### src/rtl/moving_average_param.sv
// moving_average_param: streaming mean of the last 2^win_sel samples over a circular history buffer.
// Zeroed history pads the window until it fills; a window change re-clears the history.
module moving_average_param #(
  parameter int DATA_W   = 10,
  parameter int MAX_LOG2 = 4,
  parameter int SEL_W    = 3
) (
  input  logic              clk,
  input  logic              rst_n,
  input  logic              ena,
  input  logic              strobe_in,
  input  logic [DATA_W-1:0] data_in,
  input  logic [SEL_W-1:0]  win_sel,
  input  logic              round_en,
  output logic [DATA_W-1:0] data_out,
  output logic              strobe_out,
  output logic              full,
  output logic              busy,
  output logic              overrun
);
  localparam int DEPTH = 1 << MAX_LOG2;
  localparam int ACC_W = DATA_W + MAX_LOG2;
  typedef enum logic [2:0] {CLEAR, IDLE, READ, UPDATE, OUT} state_t;
  state_t              r_state, w_next;
  logic                r_s_q;
  logic [DATA_W-1:0]   r_buf [DEPTH];
  logic [DATA_W-1:0]   r_x, r_old;
  logic [ACC_W-1:0]    r_acc;
  logic [MAX_LOG2-1:0] r_wp, r_clr;
  logic [MAX_LOG2:0]   r_fill;
  logic [SEL_W-1:0]    r_k;
  logic                w_edge;
  logic [SEL_W-1:0]    w_sel;
  logic [MAX_LOG2:0]   w_n;
  logic [MAX_LOG2-1:0] w_rd;
  logic [ACC_W-1:0]    w_sum;
  assign w_edge = ena & strobe_in & ~r_s_q;
  assign w_sel  = (win_sel > SEL_W'(MAX_LOG2)) ? SEL_W'(MAX_LOG2) : win_sel;
  assign w_n    = (MAX_LOG2+1)'(1) << r_k;
  // Slot leaving the window; for a full-depth window this is the slot about to be overwritten
  assign w_rd   = r_wp - w_n[MAX_LOG2-1:0];
  assign w_sum  = r_acc + ((round_en && r_k != '0) ? ACC_W'(w_n >> 1) : '0);
  assign busy   = r_state != IDLE;
  assign full   = r_fill == w_n;
  always_comb begin
    w_next = r_state == CLEAR  ? (&r_clr ? IDLE : CLEAR) :
             r_state == IDLE   ? (w_sel != r_k ? CLEAR : w_edge ? READ : IDLE) :
             r_state == READ   ? UPDATE :
             r_state == UPDATE ? OUT : IDLE;
  end
  always_ff @(posedge clk or negedge rst_n)
    if (!rst_n) r_state <= CLEAR;
    else if (ena) r_state <= w_next;
  always_ff @(posedge clk or negedge rst_n) begin
    if (!rst_n) begin
      r_s_q      <= 1'b0;
      r_acc      <= '0;
      r_wp       <= '0;
      r_clr      <= '0;
      r_fill     <= '0;
      r_k        <= '0;
      r_x        <= '0;
      r_old      <= '0;
      data_out   <= '0;
      strobe_out <= 1'b0;
      overrun    <= 1'b0;
    end else begin
      r_s_q <= strobe_in;
      if (ena) begin
        strobe_out <= r_state == OUT;
        if (w_edge && r_state != IDLE) overrun <= 1'b1;
        if (r_state == CLEAR) begin
          r_clr  <= r_clr + 1'b1;
          r_acc  <= '0;
          r_wp   <= '0;
          r_fill <= '0;
          r_k    <= w_sel;
        end
        if (r_state == IDLE && w_next == READ) r_x <= data_in;
        if (r_state == READ) r_old <= r_buf[w_rd];
        if (r_state == UPDATE) begin
          r_acc  <= r_acc + ACC_W'(r_x) - ACC_W'(r_old);
          r_wp   <= r_wp + 1'b1;
          r_fill <= full ? r_fill : r_fill + 1'b1;
        end
        if (r_state == OUT) data_out <= DATA_W'(w_sum >> r_k);
      end
    end
  end
  always_ff @(posedge clk)
    if (ena && (r_state == CLEAR || r_state == UPDATE))
      r_buf[r_state == CLEAR ? r_clr : r_wp] <= r_state == CLEAR ? '0 : r_x;
endmodule
### config.mk
export PLATFORM = sky130hd
export DESIGN_NAME = moving_average_param
export DESIGN_NICKNAME = d
export VERILOG_FILES = /design/src/rtl/moving_average_param.sv
export SDC_FILE = /design/constraint.sdc
export NUM_CORES = 1
export LEC_CHECK = 0
export CAP_MARGIN = 20
export CORE_UTILIZATION = 50
export CTS_CLUSTER_DIAMETER = 60
export DETAILED_ROUTE_END_ITERATION = 12
export PLACE_DENSITY = 0.67
export SYNTH_ARGS = -nofsm -noshare
export SYNTH_HDL_FRONTEND = slang
export SYNTH_SLANG_ARGS = --single-unit
export TNS_END_PERCENT = 10
### constraint.sdc
create_clock -name clk -period 6.03 [get_ports clk]
set_input_delay 1.809 -clock clk [delete_from_list [all_inputs] [get_ports clk]]
set_output_delay 1.809 -clock clk [all_outputs]
set_load 0.03 [all_outputs]
# After elaboration in Yosys (flattened, before gate mapping)
# Memory sizes are Yosys's and may differ from the RTL's. A register that Yosys moved wholly into a read port is not among the register bits.
# Index checks and enable logic that the tools add are counted.
# totals
ff_bits,56
mem_bits_rw,160
in_bits,18
output_inout_bits,14
word_cells,71
mem_count,1
# op_classes
n_addsub,7
order_cmp,1
n_eq_ne,9
shifts,2
n_mux,20
bitwise,3
reduce_logical,17
# mem_list
memory,depth,width,rd,rd_clocked_by_memory_dff,wr,line_no,source
r_buf,16,10,1,1,1,26,logic [DATA_W-1:0] r_buf [DEPTH];
# ops
operator,count
14-bit 2-to-1 mux,2
4-bit 2-to-1 mux,4
3-bit 2-to-1 mux,5
5-bit 2-to-1 mux,3
14-bit by 10-bit adder with 14-bit output,1
14-bit by 4-bit adder with 14-bit output,1
14-bit by 3-bit right shift with 10-bit output,1
14-bit by 10-bit subtractor with 14-bit output,1
2-bit AND reduction,6
10-bit 2-to-1 mux,1
3-bit by 2-bit == test with 1-bit output (second input constant),3
4-bit by 1-bit adder with 4-bit output (second input constant),2
5-bit by 1-bit adder with 5-bit output (second input constant),1
5-bit == test,1
1-bit by 3-bit left shift with 5-bit output (first input constant),1
1-bit logical AND,4
2-bit 2-to-1 mux,2
4-bit AND reduction,1
4-bit subtractor,1
3-bit by 1-bit == test with 1-bit output (second input constant),1
3-bit == test (second input constant),1
3-bit > comparator (second input constant),1
3-bit logical NOT,1
1-bit 2-to-1 mux,3
10 further kinds,11

# Depth between registers and ports, before layout
# Gate-level depths: netlist of run 1.
# depth
word_depth,9
ltp_mapped,13
ltp_nobuf,12

# Worst setup path before layout of run 1
# Ideal clock, no wire load.
# synth_path
path_type,input port to flip-flop
from,input round_en
to,register data_out[1]
setup_ps,125
t_arrival_ps,4072
t_required_ps,5905
slack_ps,1833
path_stages,10
n_path_buf,0
path_cell_list,and2_1 -> ha_1 -> fa_1 -> a21o_1 -> a21oi_4 -> nor2_2 -> a311oi_2 -> o211ai_2 -> mux4_2 -> mux2_2
# synth_between
elab_chain_len,4
# synth_rtl
item,line_no,source
from (decl),14,"input logic round_en,"
1-bit logical AND,42,assign w_sum = r_acc + ((round_en && r_k != '0) ? ACC_W'(w_n >> 1) : '0);
4-bit 2-to-1 mux,42,
14-bit by 4-bit adder with 14-bit output,42,
14-bit by 3-bit right shift with 10-bit output,86,if (r_state == OUT) data_out <= DATA_W'(w_sum >> r_k);
to (signal assigned),86,
to (decl),15,"output logic [DATA_W-1:0] data_out,"
# Every way passes these cells.
# A chain may end at the register's enable or synchronous reset.

# Final worst setup path of run 1
# layout_path
from,register r_k[0]
to,output full
# layout_between
elab_chain_len,2
# layout_rtl
item,line_no,source
from (decl),31,logic [SEL_W-1:0] r_k;
from (signal assigned),77,r_k <= w_sel;
1-bit by 3-bit left shift with 5-bit output,39,assign w_n = (MAX_LOG2+1)'(1) << r_k;
5-bit == test,44,assign full = r_fill == w_n;
to (decl),17,"output logic full,"
# Every way passes these cells.

==> summary.txt, run 1 <==
Global routing
  • GRT Resource Usage Total: 22.3%
  • Pin count of the biggest net entering global routing: 67
  • Vias in the first global route: 6913
  • First-pass GRT wire length: 38400 um
  • Initial antenna violation count: 0
  • Gr ovfl total: 0

Yosys
  • Fraction of the mapped netlist area in simple logic gates: under 10%
  • Compound-cell area share of the yosys netlist: 9.76%
  • Seq/Total Area, Yosys: about 58%
  • Mapped Area: about 11000 um2
  • Asr flop ratio synth: roughly 30%
  • Primary FF master, synth: edfxtp_1
  • Post-synthesis adder-cell area fraction: 5.06%
  • Synthesized flop and latch total: 226
  • Main combinational cell family by area after synthesis: multiplexers
  • Synth warn: 0
  • Synth top area cells: edfxtp_1, dfrtp_1, mux4_2, ha_1, mux2_2
  • Synthesized Nets: 899
  • EDFF count, synth: between 150 and 200
  • Post-synthesis cell count: ~840
  • Yosys cell types: 82
  • Mux cell area share after synthesis: approximately 12%
  • Post-Synth XOR/XNOR Area: 2.11%
  • Synth area leader: edfxtp_1
  • Top cell type's share of synthesized area: 43.0%
  • Avg Inst Size Synth: between 10 and 15 um2

Power and ir drop
  • Share of power burned in the clock network: 25.5%
  • Comb pwr share: 42.6%
  • P_int: 4.12 mW
  • Switching power total: 2.37 mW
  • Peak VDD IR: 299 uV
  • Power consumption: 6.49 mW
  • Leak: 4.77 nW
  • Pwr/cell area: 509 nW/um2
  • Sequential share of power: 31.9%
  • Sw Ratio: a little over a third

Timing
  • Final setup fails: 0
  • Total negative slack: 0 ps
  • Final Hold Fails: 0
  • Period utilization: about 80%
  • Fmax: 202 MHz
  • Final worst slack: 1070 ps
  • Crit path time final: 4960 ps
  • Slew of the pin with the lowest slew margin: around 1100 ps
  • RSZ-0062 raised after global routing: no
  • Slew HR: 27.6%
  • Slew Limit Fails: 0
  • Max Clock Skew: 20.1 ps
  • Hold slack: a little under 500 ps

Placement
  • DPL Wire Length: 16300 um
  • DP Area: 11800 um2
  • Dpl ws: 1160 ps
  • Routability cong.: 0.890
  • Port Buffers: 31

Finish
  • Multi-input gate area: 4310 um2
  • Fillers: 1736
  • Final instance area: 12700 um2
  • Area Growth Syn to Fin: 14.2%
  • Register Area: 6460 um2
  • Layout cells sized above 1: 17.3%
  • Final #Nets: 936
  • Diodes inserted: 0

Detailed routing
  • DRT Wirelength: 24300 um
  • Vias per cell: about 6.0
  • Routed wire per std cell: 20.6 um
  • Drt pass-1 iters: 5
  • DRC: 0
  • 1st-iter DRT viols: roughly 470
  • Post-route ant nets: 0
  • Via Count: 7054

Worst setup path
  • Slowest CP cell: clkdlybuf4s50_1
  • Setup CP Type: reg2out
  • CP peak stage delay: 720 ps
  • Reg-to-reg slack, setup: 2010 ps
  • Buf+Inv Stages, Crit Path: 2
  • CP Capture Type: primary output
  • CP top delay family: buffers and inverters
  • Worst EP required: 4220 ps
  • Worst path arrival time: 3150 ps
  • CP cell instances: buf_4 > nor3_1 > a21oi_1 > a31oi_1 > o21a_1 > clkdlybuf4s50_1
  • Max Fanout on Critical Path: 34
  • CP startpoint kind: flip-flop

Flow run
  • Max-cap violations: 0

Floorplanning
  • Die Ht: 151 um
  • Ports: 32
  • Initial Util: about half
  • DIE WIDTH: around 150 um
  • Die area: 22900 um2
  • Core Region: 21900 um2
  • Site Rows: 54

Clock tree
  • CTS tree: built
  • H-tree depth: 1
  • Root Driver: clkbuf_16
  • Max Root-Sink Buffers: 3
  • Worst-skew pair later-pin latency: 550 ps
  • Clk sinks: 226
  • Post-cts sizing count: 0
  • CTS Hold Buffers Added: 0
  • Clock transition at path regs: 60 ps
  • CTS Buf Count: 26
  • Post-CTS Setup Inserts: 0

Min path
  • Tightest Hold Check Type: reg2reg

Outcome
  • Status: complete, no violations
final cells by class:
class                      count  area share [%]
clock buffer                  27            5.13
inverter                      60            1.77
timing repair buffer          52            3.78
tap                          280            2.75
multi-input combinational    514            33.8
clock inverter                21            2.15
sequential                   226            50.6
path summary, 6_finish.rpt:
kind                          from  depth (start not counted)        end
min                        overrun                          1    overrun
min reg2reg                overrun                          1    overrun
min in group asynchronous    rst_n                          2  r_acc[13]
max in group asynchronous    rst_n                          2   r_old[0]
max                         r_k[0]                          6       full
max reg2reg                 r_k[0]                          9   r_old[7]
power by group through the flow:
stage	Clock (mW)	Sequential [mW]	Combinational [mW]
detailed placement	0	2.10	2.75
CTS	1.68	2.07	2.77
finish	1.66	2.07	2.76
floorplan	0	2.09	2.05
global route	1.74	2.10	3.05
global placement	0	2.09	2.72
kinds of logic after synthesis:
| logic type | Yosys count |
|---|---|
| AO/OA/AOI/OAI | 156 |
| XOR/XNOR | 26 |
| adder cells (fa/ha/maj) | 38 |
| buffers and inverters | 103 |
| flip-flops | 226 |
| multiplexers | 80 |
| AND/OR/NAND/NOR | 214 |
sequential cells by signal (all words and copies together) (netlist names):
register	flops
r_acc	14
r_fill	5
r_wp	4
overrun	1
r_old	10
r_k	3
r_x	10
strobe_out	1
data_out	10
r_state	3
r_s_q	1
r_clr	4
r_buf	160
cells in the mapped netlist (16+ instances only):
cell type	number
clkbuf_1	27
dfrtp_1	66
edfxtp_1	160
ha_1	26
inv_1	58
mux2_2	24
mux4_2	43
nand2_1	70
nand3_1	17
nor2_1	54
nor3_1	18
o21ai_0	41
xnor2_1	16
worst register-to-register path, cell delays in order (launching register included):
cell and delay (ps):
dfrtp_1 480, buf_4 290, nor3_1 570, ha_2 890, buf_4 460, mux4_2 560, mux2i_1 370, nand2_1 90
o21ai_0 80, o21ai_0 90
layer usage:
layer,GRT usage [%],part of all wire (%)
met2,34.9,46
met5,0,0
met1,31.3,44
met4,9.30,4.3
met3,3.26,5.2
cell usage in the layout (no fill, tap or decap), types with 5 or more instances in the layout:
master           instances
edfxtp_1               160
nand2_1                 70
dfrtp_1                 66
inv_1                   58
nor2_1                  54
mux4_2                  43
o21ai_0                 41
clkdlybuf4s50_1         30
clkbuf_16               26
ha_1                    25
mux2_2                  24
nor3_1                  17
nand3_1                 17
buf_4                   16
xnor2_1                 15
a21oi_1                 15
a31oi_1                 13
mux2i_1                 13
fa_1                    11
o22ai_1                 10
and3_1                   9
xor2_1                   9
a211oi_1                 9
a21o_1                   8
nor3b_1                  6
clkinvlp_4               6
or3_1                    5
nor2b_1                  5
nand4_1                  5
o221ai_1                 5
o211ai_1                 5
buf_6                    5
stage by stage:
| stage | util, % | cells |
|---|---|---|
| finish | 58.2 | 1180 |
| global route | 58.2 | 1180 |
| CTS | 58.2 | 1178 |
| detailed placement | 53.9 | 1130 |
| global placement | 53.7 | 1126 |
| floorplan | - | 843 |
(Power assumes the default switching activity.)
==> run 2, diff against run 1 <==
--- a/config.mk
+++ b/config.mk
@@ -9,7 +9,7 @@
 export CORE_UTILIZATION = 50
 export CTS_CLUSTER_DIAMETER = 60
 export DETAILED_ROUTE_END_ITERATION = 12
-export PLACE_DENSITY = 0.67
+export PLACE_DENSITY = 0.69
 export SYNTH_ARGS = -nofsm -noshare
 export SYNTH_HDL_FRONTEND = slang
 export SYNTH_SLANG_ARGS = --single-unit
==> constraint.sdc (replaced) <==
create_clock -name clk -period 4.5 [get_ports clk]
set_input_delay 1.35 -clock clk [delete_from_list [all_inputs] [get_ports clk]]
set_output_delay 1.35 -clock clk [all_outputs]
set_load 0.03 [all_outputs]
==> run 2 against run 1 <==
  * Clock skew is 4.5 ps lower
  * Setup slack worse by 790 ps
  * Register-to-register slack worse by 1300 ps
  * Sequential power is 34% higher
  * Design area fell by 0.36%
  * Routed wire length fell by 1.8%
  * Combinational power increased by 34%
  * Sequential cell count unchanged
  * Total power rose by 29%
  * Global-route usage fell by 0.26 points
  * First-iteration DRC count is 26% lower
  * Critical path type unchanged
  * Non-clock buffer count increased by 15
==> summary.txt, run 2 (synthesis results as in run 1) <==
Outcome
  • Status: complete, no violations (unchanged)

Timing
  • Fmax: about 240 MHz
  • Total negative slack: 0 ps (unchanged)
  • Period utilization: ~94%
  • Final worst slack: 282 ps (was 1070 ps)
  • Max Clock Skew: 15.7 ps (was 20.1 ps)
  • RSZ-0062 raised after global routing: no (unchanged)
  • Slew Limit Fails: 0 (unchanged)
  • Slew HR: 32.2% (was 27.6%)
  • Final setup fails: 0 (unchanged)
  • Final Hold Fails: 0 (unchanged)
  • Slew of the pin with the lowest slew margin: 1010 ps (was 1090 ps)
  • Crit path time final: 4220 ps

Finish
  • Number of flip-flops under the largest register name: 160 (unchanged)
  • Reg with most FFs: r_buf (unchanged)
  • Register Area: 6460 um2 (unchanged)
  • Finished Core Util: 58.0% (was 58.2%)
  • Largest regs: r_buf x160, r_acc x14 (unchanged)
  • Layout cells sized above 1: 17.7% (was 17.3%)
  • Area Growth Syn to Fin: 13.7% (was 14.2%)
  • Multi-input gate area: 4310 um2 (unchanged)
  • Commonest cells after routing, fill and taps aside: edfxtp_1, nand2_1, dfrtp_1, inv_1, nor2_1 (unchanged)
  • Fillers: 1766 (was 1736)
  • Most common cell after layout, fill and taps aside: edfxtp_1 (unchanged)
  • Diodes inserted: 0 (unchanged)
  • Final instance area: 12700 um2 (about the same)
  • Final #Nets: 951 (was 936)

Placement
  • Dpl ws: 102 ps (was 1160 ps)
  • DP Area: 11900 um2 (was 11800 um2)
  • Port Buffers: 31 (unchanged)
  • Routability cong.: 0.855 (was 0.890)
  • DPL Wire Length: 16400 um (was 16300 um)

Floorplanning
  • Initial Util: 51.0% (unchanged)
  • Ports: 32 (unchanged)
  • Site Rows: 54 (unchanged)
  • Die area: 22900 um2 (unchanged)
  • Die Ht: 151 um (unchanged)
  • DIE WIDTH: 151 um (unchanged)
  • Core Region: 21900 um2 (unchanged)

Min path
  • Tightest Hold Check Type: reg2reg (unchanged)

Global routing
  • Initial antenna violation count: 0 (unchanged)
  • First-pass GRT wire length: 38000 um (was 38400 um)
  • Vias in the first global route: 6865 (was 6913)
  • Gr ovfl total: 0 (unchanged)
  • Pin count of the biggest net entering global routing: 39 (was 67)
  • GRT Resource Usage Total: 22.0% (was 22.3%)

Power and ir drop
  • Pwr/cell area: 658 nW/um2 (was 509 nW/um2)
  • Leak: 4.80 nW (was 4.77 nW)
  • Power consumption: 8.36 mW (was 6.49 mW)
  • Peak VDD IR: 479 uV (was 299 uV)

Clock tree
  • Post-CTS Setup Inserts: 0 (unchanged)
  • Clk sinks: 226 (unchanged)
  • CTS tree: built (unchanged)
  • CTS Hold Buffers Added: 0 (unchanged)
  • CTS Buf Count: 26 (unchanged)
  • Clock transition at path regs: 60 ps (about the same)
  • H-tree depth: 1 (unchanged)
  • Worst-skew pair later-pin latency: 540 ps (was 550 ps)
  • Max Root-Sink Buffers: 3 (unchanged)
  • Post-cts sizing count: 0 (unchanged)
  • Root Driver: clkbuf_16 (unchanged)

Detailed routing
  • Post-route ant nets: 0 (unchanged)
  • Via Count: 6953 (was 7054)
  • DRC: 0 (unchanged)
  • DRT Wirelength: 23900 um (was 24300 um)
  • Vias per cell: 5.83 (was 5.98)
  • Routed wire per std cell: 20.0 um (was 20.6 um)
  • Drt pass-1 iters: 6 (was 5)
  • 1st-iter DRT viols: 347 (was 468)

Flow run
  • Max-cap violations: 0 (unchanged)

Worst setup path
  • CP peak stage delay: 710 ps (was 720 ps)
  • Worst EP required: 3150 ps (was 4220 ps)
  • CP startpoint kind: flip-flop (unchanged)
  • Reg-to-reg slack, setup: 740 ps (was 2010 ps)
  • Max Fanout on Critical Path: 17 (was 34)
  • Setup CP Type: reg2out (unchanged)
  • Slowest CP cell: clkdlybuf4s50_1 (unchanged)
  • CP cell instances: nand2b_1 > a211o_1 > a31oi_1 > o21a_1 > clkdlybuf4s50_1 (was buf_4 > nor3_1 > a21oi_1 > a31oi_1 > o21a_1 > clkdlybuf4s50_1)
  • CP Capture Type: primary output (unchanged)
  • Worst path arrival time: 2870 ps (was 3150 ps)
==> run 2: area by class of cell <==
type,instances,area share (%)
Clock buffer,34,5.44
Clock inverter,11,0.670
Inverter,60,1.77
Multi-Input combinational cell,514,33.9
Sequential cell,226,50.8
Tap cell,280,2.76
Timing Repair Buffer,67,4.63
==> run 2: report_power, final <==
group | total, mW | switching (mW) | internal [mW]
Combinational | 3.70 | 2.03 | 1.67
Sequential | 2.77 | 0.197 | 2.57
Clock | 1.90 | 0.811 | 1.08
==> run 2: per-stage QoR <==
step | cells | hold slack [ps]
2_1_floorplan | 843 | 456
3_3_place_gp | 1146 | 464
3_5_place_dp | 1146 | 465
4_1_cts | 1191 | 477
5_1_grt | 1192 | 500
6_report | 1192 | 472
==> run 2: worst max-delay path, delay by kind of cell (launching register included) <==
kind	cells	cell delay, ps
buffers and inverters	1	710
AOI/OAI and AO/OA	3	750
DFF	1	590
and+or+nand+nor	1	290
==> run 2: worst paths after layout <==
| kind | startpoint | end | cells past startpoint |
|---|---|---|---|
| max | r_k[1] | full | 5 |
| min | overrun | overrun | 1 |
| max reg2reg | r_k[1] | data_out[1] | 12 |
| min reg2reg | overrun | overrun | 1 |
| max in group asynchronous | rst_n | r_fill[0] | 2 |
| min in group asynchronous | rst_n | r_old[8] | 1 |
==> run 2: routing by layer <==
metal | GRT usage [%] | share of wire, % | up-vias
li1 | - | - | 3277
met2 | 36.6 | 49 | 202
met3 | 2.81 | 4.3 | 50
met1 | 30.2 | 44 | 3424
met5 | 0 | 0 | -
met4 | 7.10 | 2.9 | 0
==> run 3, diff against run 2 <==
--- a/config.mk
+++ b/config.mk
@@ -9,7 +9,7 @@
 export CORE_UTILIZATION = 50
 export CTS_CLUSTER_DIAMETER = 60
 export DETAILED_ROUTE_END_ITERATION = 12
-export PLACE_DENSITY = 0.69
+export PLACE_DENSITY = 0.67
 export SYNTH_ARGS = -nofsm -noshare
 export SYNTH_HDL_FRONTEND = slang
 export SYNTH_SLANG_ARGS = --single-unit
==> constraint.sdc (replaced) <==
create_clock -name clk -period 3.95 [get_ports clk]
set_input_delay 1.185 -clock clk [delete_from_list [all_inputs] [get_ports clk]]
set_output_delay 1.185 -clock clk [all_outputs]
set_load 0.03 [all_outputs]
==> run 3 against run 2 <==
  * Via count increased by 0.52%
  * Die area unchanged
  * Setup slack improved by 65 ps
  * Clock-buffer cell count unchanged
  * Clock skew increased by 8.5 ps
  * Critical path depth increased by 6
  * Sequential share of layout area decreased by 0.73 points
==> summary.txt, run 3 (synthesis results as in run 1) <==
Worst setup path
  • Reg-to-reg slack, setup: 430 ps (was 740 ps)
  • CP Capture Type: flip-flop (was primary output)
  • Setup CP Type: in2reg (was reg2out)
  • Worst EP required: 4360 ps (was 3150 ps)
  • Worst path arrival time: 4010 ps (was 2870 ps)
  • Max Fanout on Critical Path: 4 (was 17)
  • CP startpoint kind: primary input (was flip-flop)

Clock tree
  • Root Driver: clkbuf_16 (unchanged)
  • H-tree depth: 1 (unchanged)
  • Max Root-Sink Buffers: 3 (unchanged)
  • CTS Buf Count: 26 (unchanged)
  • Clk sinks: 226 (unchanged)
  • Clock transition at path regs: 50 ps (was 60 ps)
  • Post-CTS Setup Inserts: 0 (unchanged)
  • CTS Hold Buffers Added: 0 (unchanged)
  • Post-cts sizing count: 0 (unchanged)
  • CTS tree: built (unchanged)
  • Worst-skew pair later-pin latency: 540 ps (about the same)

Finish
  • Commonest cells after routing, fill and taps aside: edfxtp_1, nand2_1, dfrtp_1, inv_1, nor2_1 (unchanged)
  • Fillers: 1753 (was 1766)
  • Layout cells sized above 1: 19.1% (was 17.7%)
  • Final instance area: 12900 um2 (was 12700 um2)
  • Final Non-Filler Cells: 1210 (was 1192)
  • Reg with most FFs: r_buf (unchanged)
  • Number of flip-flops under the largest register name: 160 (unchanged)
  • Final #Nets: 969 (was 951)
  • Area Growth Syn to Fin: 15.4% (was 13.7%)
  • Finished Core Util: 58.9% (was 58.0%)
  • Most common cell after layout, fill and taps aside: edfxtp_1 (unchanged)
  • Diodes inserted: 0 (unchanged)
  • Largest regs: r_buf x160, r_acc x14 (unchanged)

Timing
  • RSZ-0062 raised after global routing: no (unchanged)
  • Fmax: 278 MHz
  • Final setup fails: 0 (unchanged)
  • Final Hold Fails: 0 (unchanged)
  • Max Clock Skew: 24.1 ps (was 15.7 ps)
  • Final worst slack: 347 ps (was 282 ps)
  • Crit path time final: about 3600 ps
  • Slew Limit Fails: 0 (unchanged)
  • Slew HR: 30.6% (was 32.2%)
  • Hold slack: 462 ps (was 472 ps)
  • Slew of the pin with the lowest slew margin: 1040 ps (was 1010 ps)
  • Total negative slack: 0 ps (unchanged)
  • Period utilization: 91.2%

Detailed routing
  • 1st-iter DRT viols: 454 (was 347)
  • Via Count: 6989 (was 6953)
  • DRC: 0 (unchanged)
  • Met3 WL: 1010 um (was 1020 um)
  • Wl on met1: 10800 um (was 10400 um)
  • Uppermost layer routed: met4 (unchanged)
  • Routed wire per std cell: 19.7 um (was 20.0 um)
  • Post-route ant nets: 0 (unchanged)
  • Drt pass-1 iters: 5 (was 6)
  • Vias per cell: 5.78 (was 5.83)
  • DRT Wirelength: 23900 um (about the same)
  • Met2 routed WL: 11500 um (was 11700 um)

Global routing
  • Vias in the first global route: 6769 (was 6865)
  • GRT Resource Usage Total: 21.7% (was 22.0%)
  • First-pass GRT wire length: 37400 um (was 38000 um)
  • Pin count of the biggest net entering global routing: 33 (was 39)
  • Gr ovfl total: 0 (unchanged)
  • Initial antenna violation count: 0 (unchanged)

Placement
  • Routability cong.: 0.859 (was 0.855)
  • DPL Wire Length: 16300 um (was 16400 um)
  • DP Area: 12100 um2 (was 11900 um2)
  • Dpl ws: -156 ps (was 102 ps)
  • Port Buffers: 31 (unchanged)
  • Cells after DPL: 1164 (was 1146)

Floorplanning
  • DIE WIDTH: 151 um (unchanged)
  • Site Rows: 54 (unchanged)
  • Die Ht: 151 um (unchanged)
  • Ports: 32 (unchanged)
  • Initial Util: 51.0% (unchanged)
  • Core Region: 21900 um2 (unchanged)
  • Die area: 22900 um2 (unchanged)

Min path
  • Tightest Hold Check Type: reg2reg (unchanged)

Power and ir drop
  • Peak VDD IR: 414 uV (was 479 uV)
  • Power consumption: 9.70 mW (was 8.36 mW)
  • Pwr/cell area: 752 nW/um2 (was 658 nW/um2)
  • Leak: 4.91 nW (was 4.80 nW)

Flow run
  • Max-cap violations: 0 (unchanged)

Outcome
  • Status: complete, no violations (unchanged)
-- run 3: layout make-up --
cell class,instances,area (um2),share of cell area [%]
timing repair buffer,85,724,5.62
tap,280,350,2.72
sequential,226,6460,50.1
multi-input combinational,514,4310,33.4
clock buffer,34,691,5.36
clock inverter,11,134,1.04
inverter,60,225,1.75
-- run 3: per-layer routing --
| layer | global-route usage, % | up-vias |
|---|---|---|
| li1 | - | 3316 |
| met2 | 36.2 | 183 |
| met1 | 29.6 | 3453 |
| met5 | 0 | - |
| met4 | 6.60 | 0 |
| met3 | 2.99 | 37 |
-- run 3: report_power, final --
group          total [mW]  internal [mW]  switching, mW
Sequential           3.13           2.93          0.204
Clock                2.31           1.37          0.940
Combinational        4.26           1.92           2.34
-- run 3: critical path, cell delays in order --
cell,delay (ps)
clkdlybuf4s50_1,440
and2_1,160
ha_1,200
fa_1,390
a21o_1,210
a21oi_4,160
nor2_2,70
a311oi_2,260
o211ai_2,160
mux4_2,480
mux2_2,280
-- run 3: final timing paths --
path / startpoint / cells after the start / end
worst max-delay path: round_en / 11 / data_out[3]
worst min-delay path: overrun / 1 / overrun
worst max register to register: r_k[1] / 9 / r_old[5]
worst min register to register: overrun / 1 / overrun
max in group asynchronous: rst_n / 2 / r_clr[1]
min in group asynchronous: rst_n / 1 / r_acc[12]
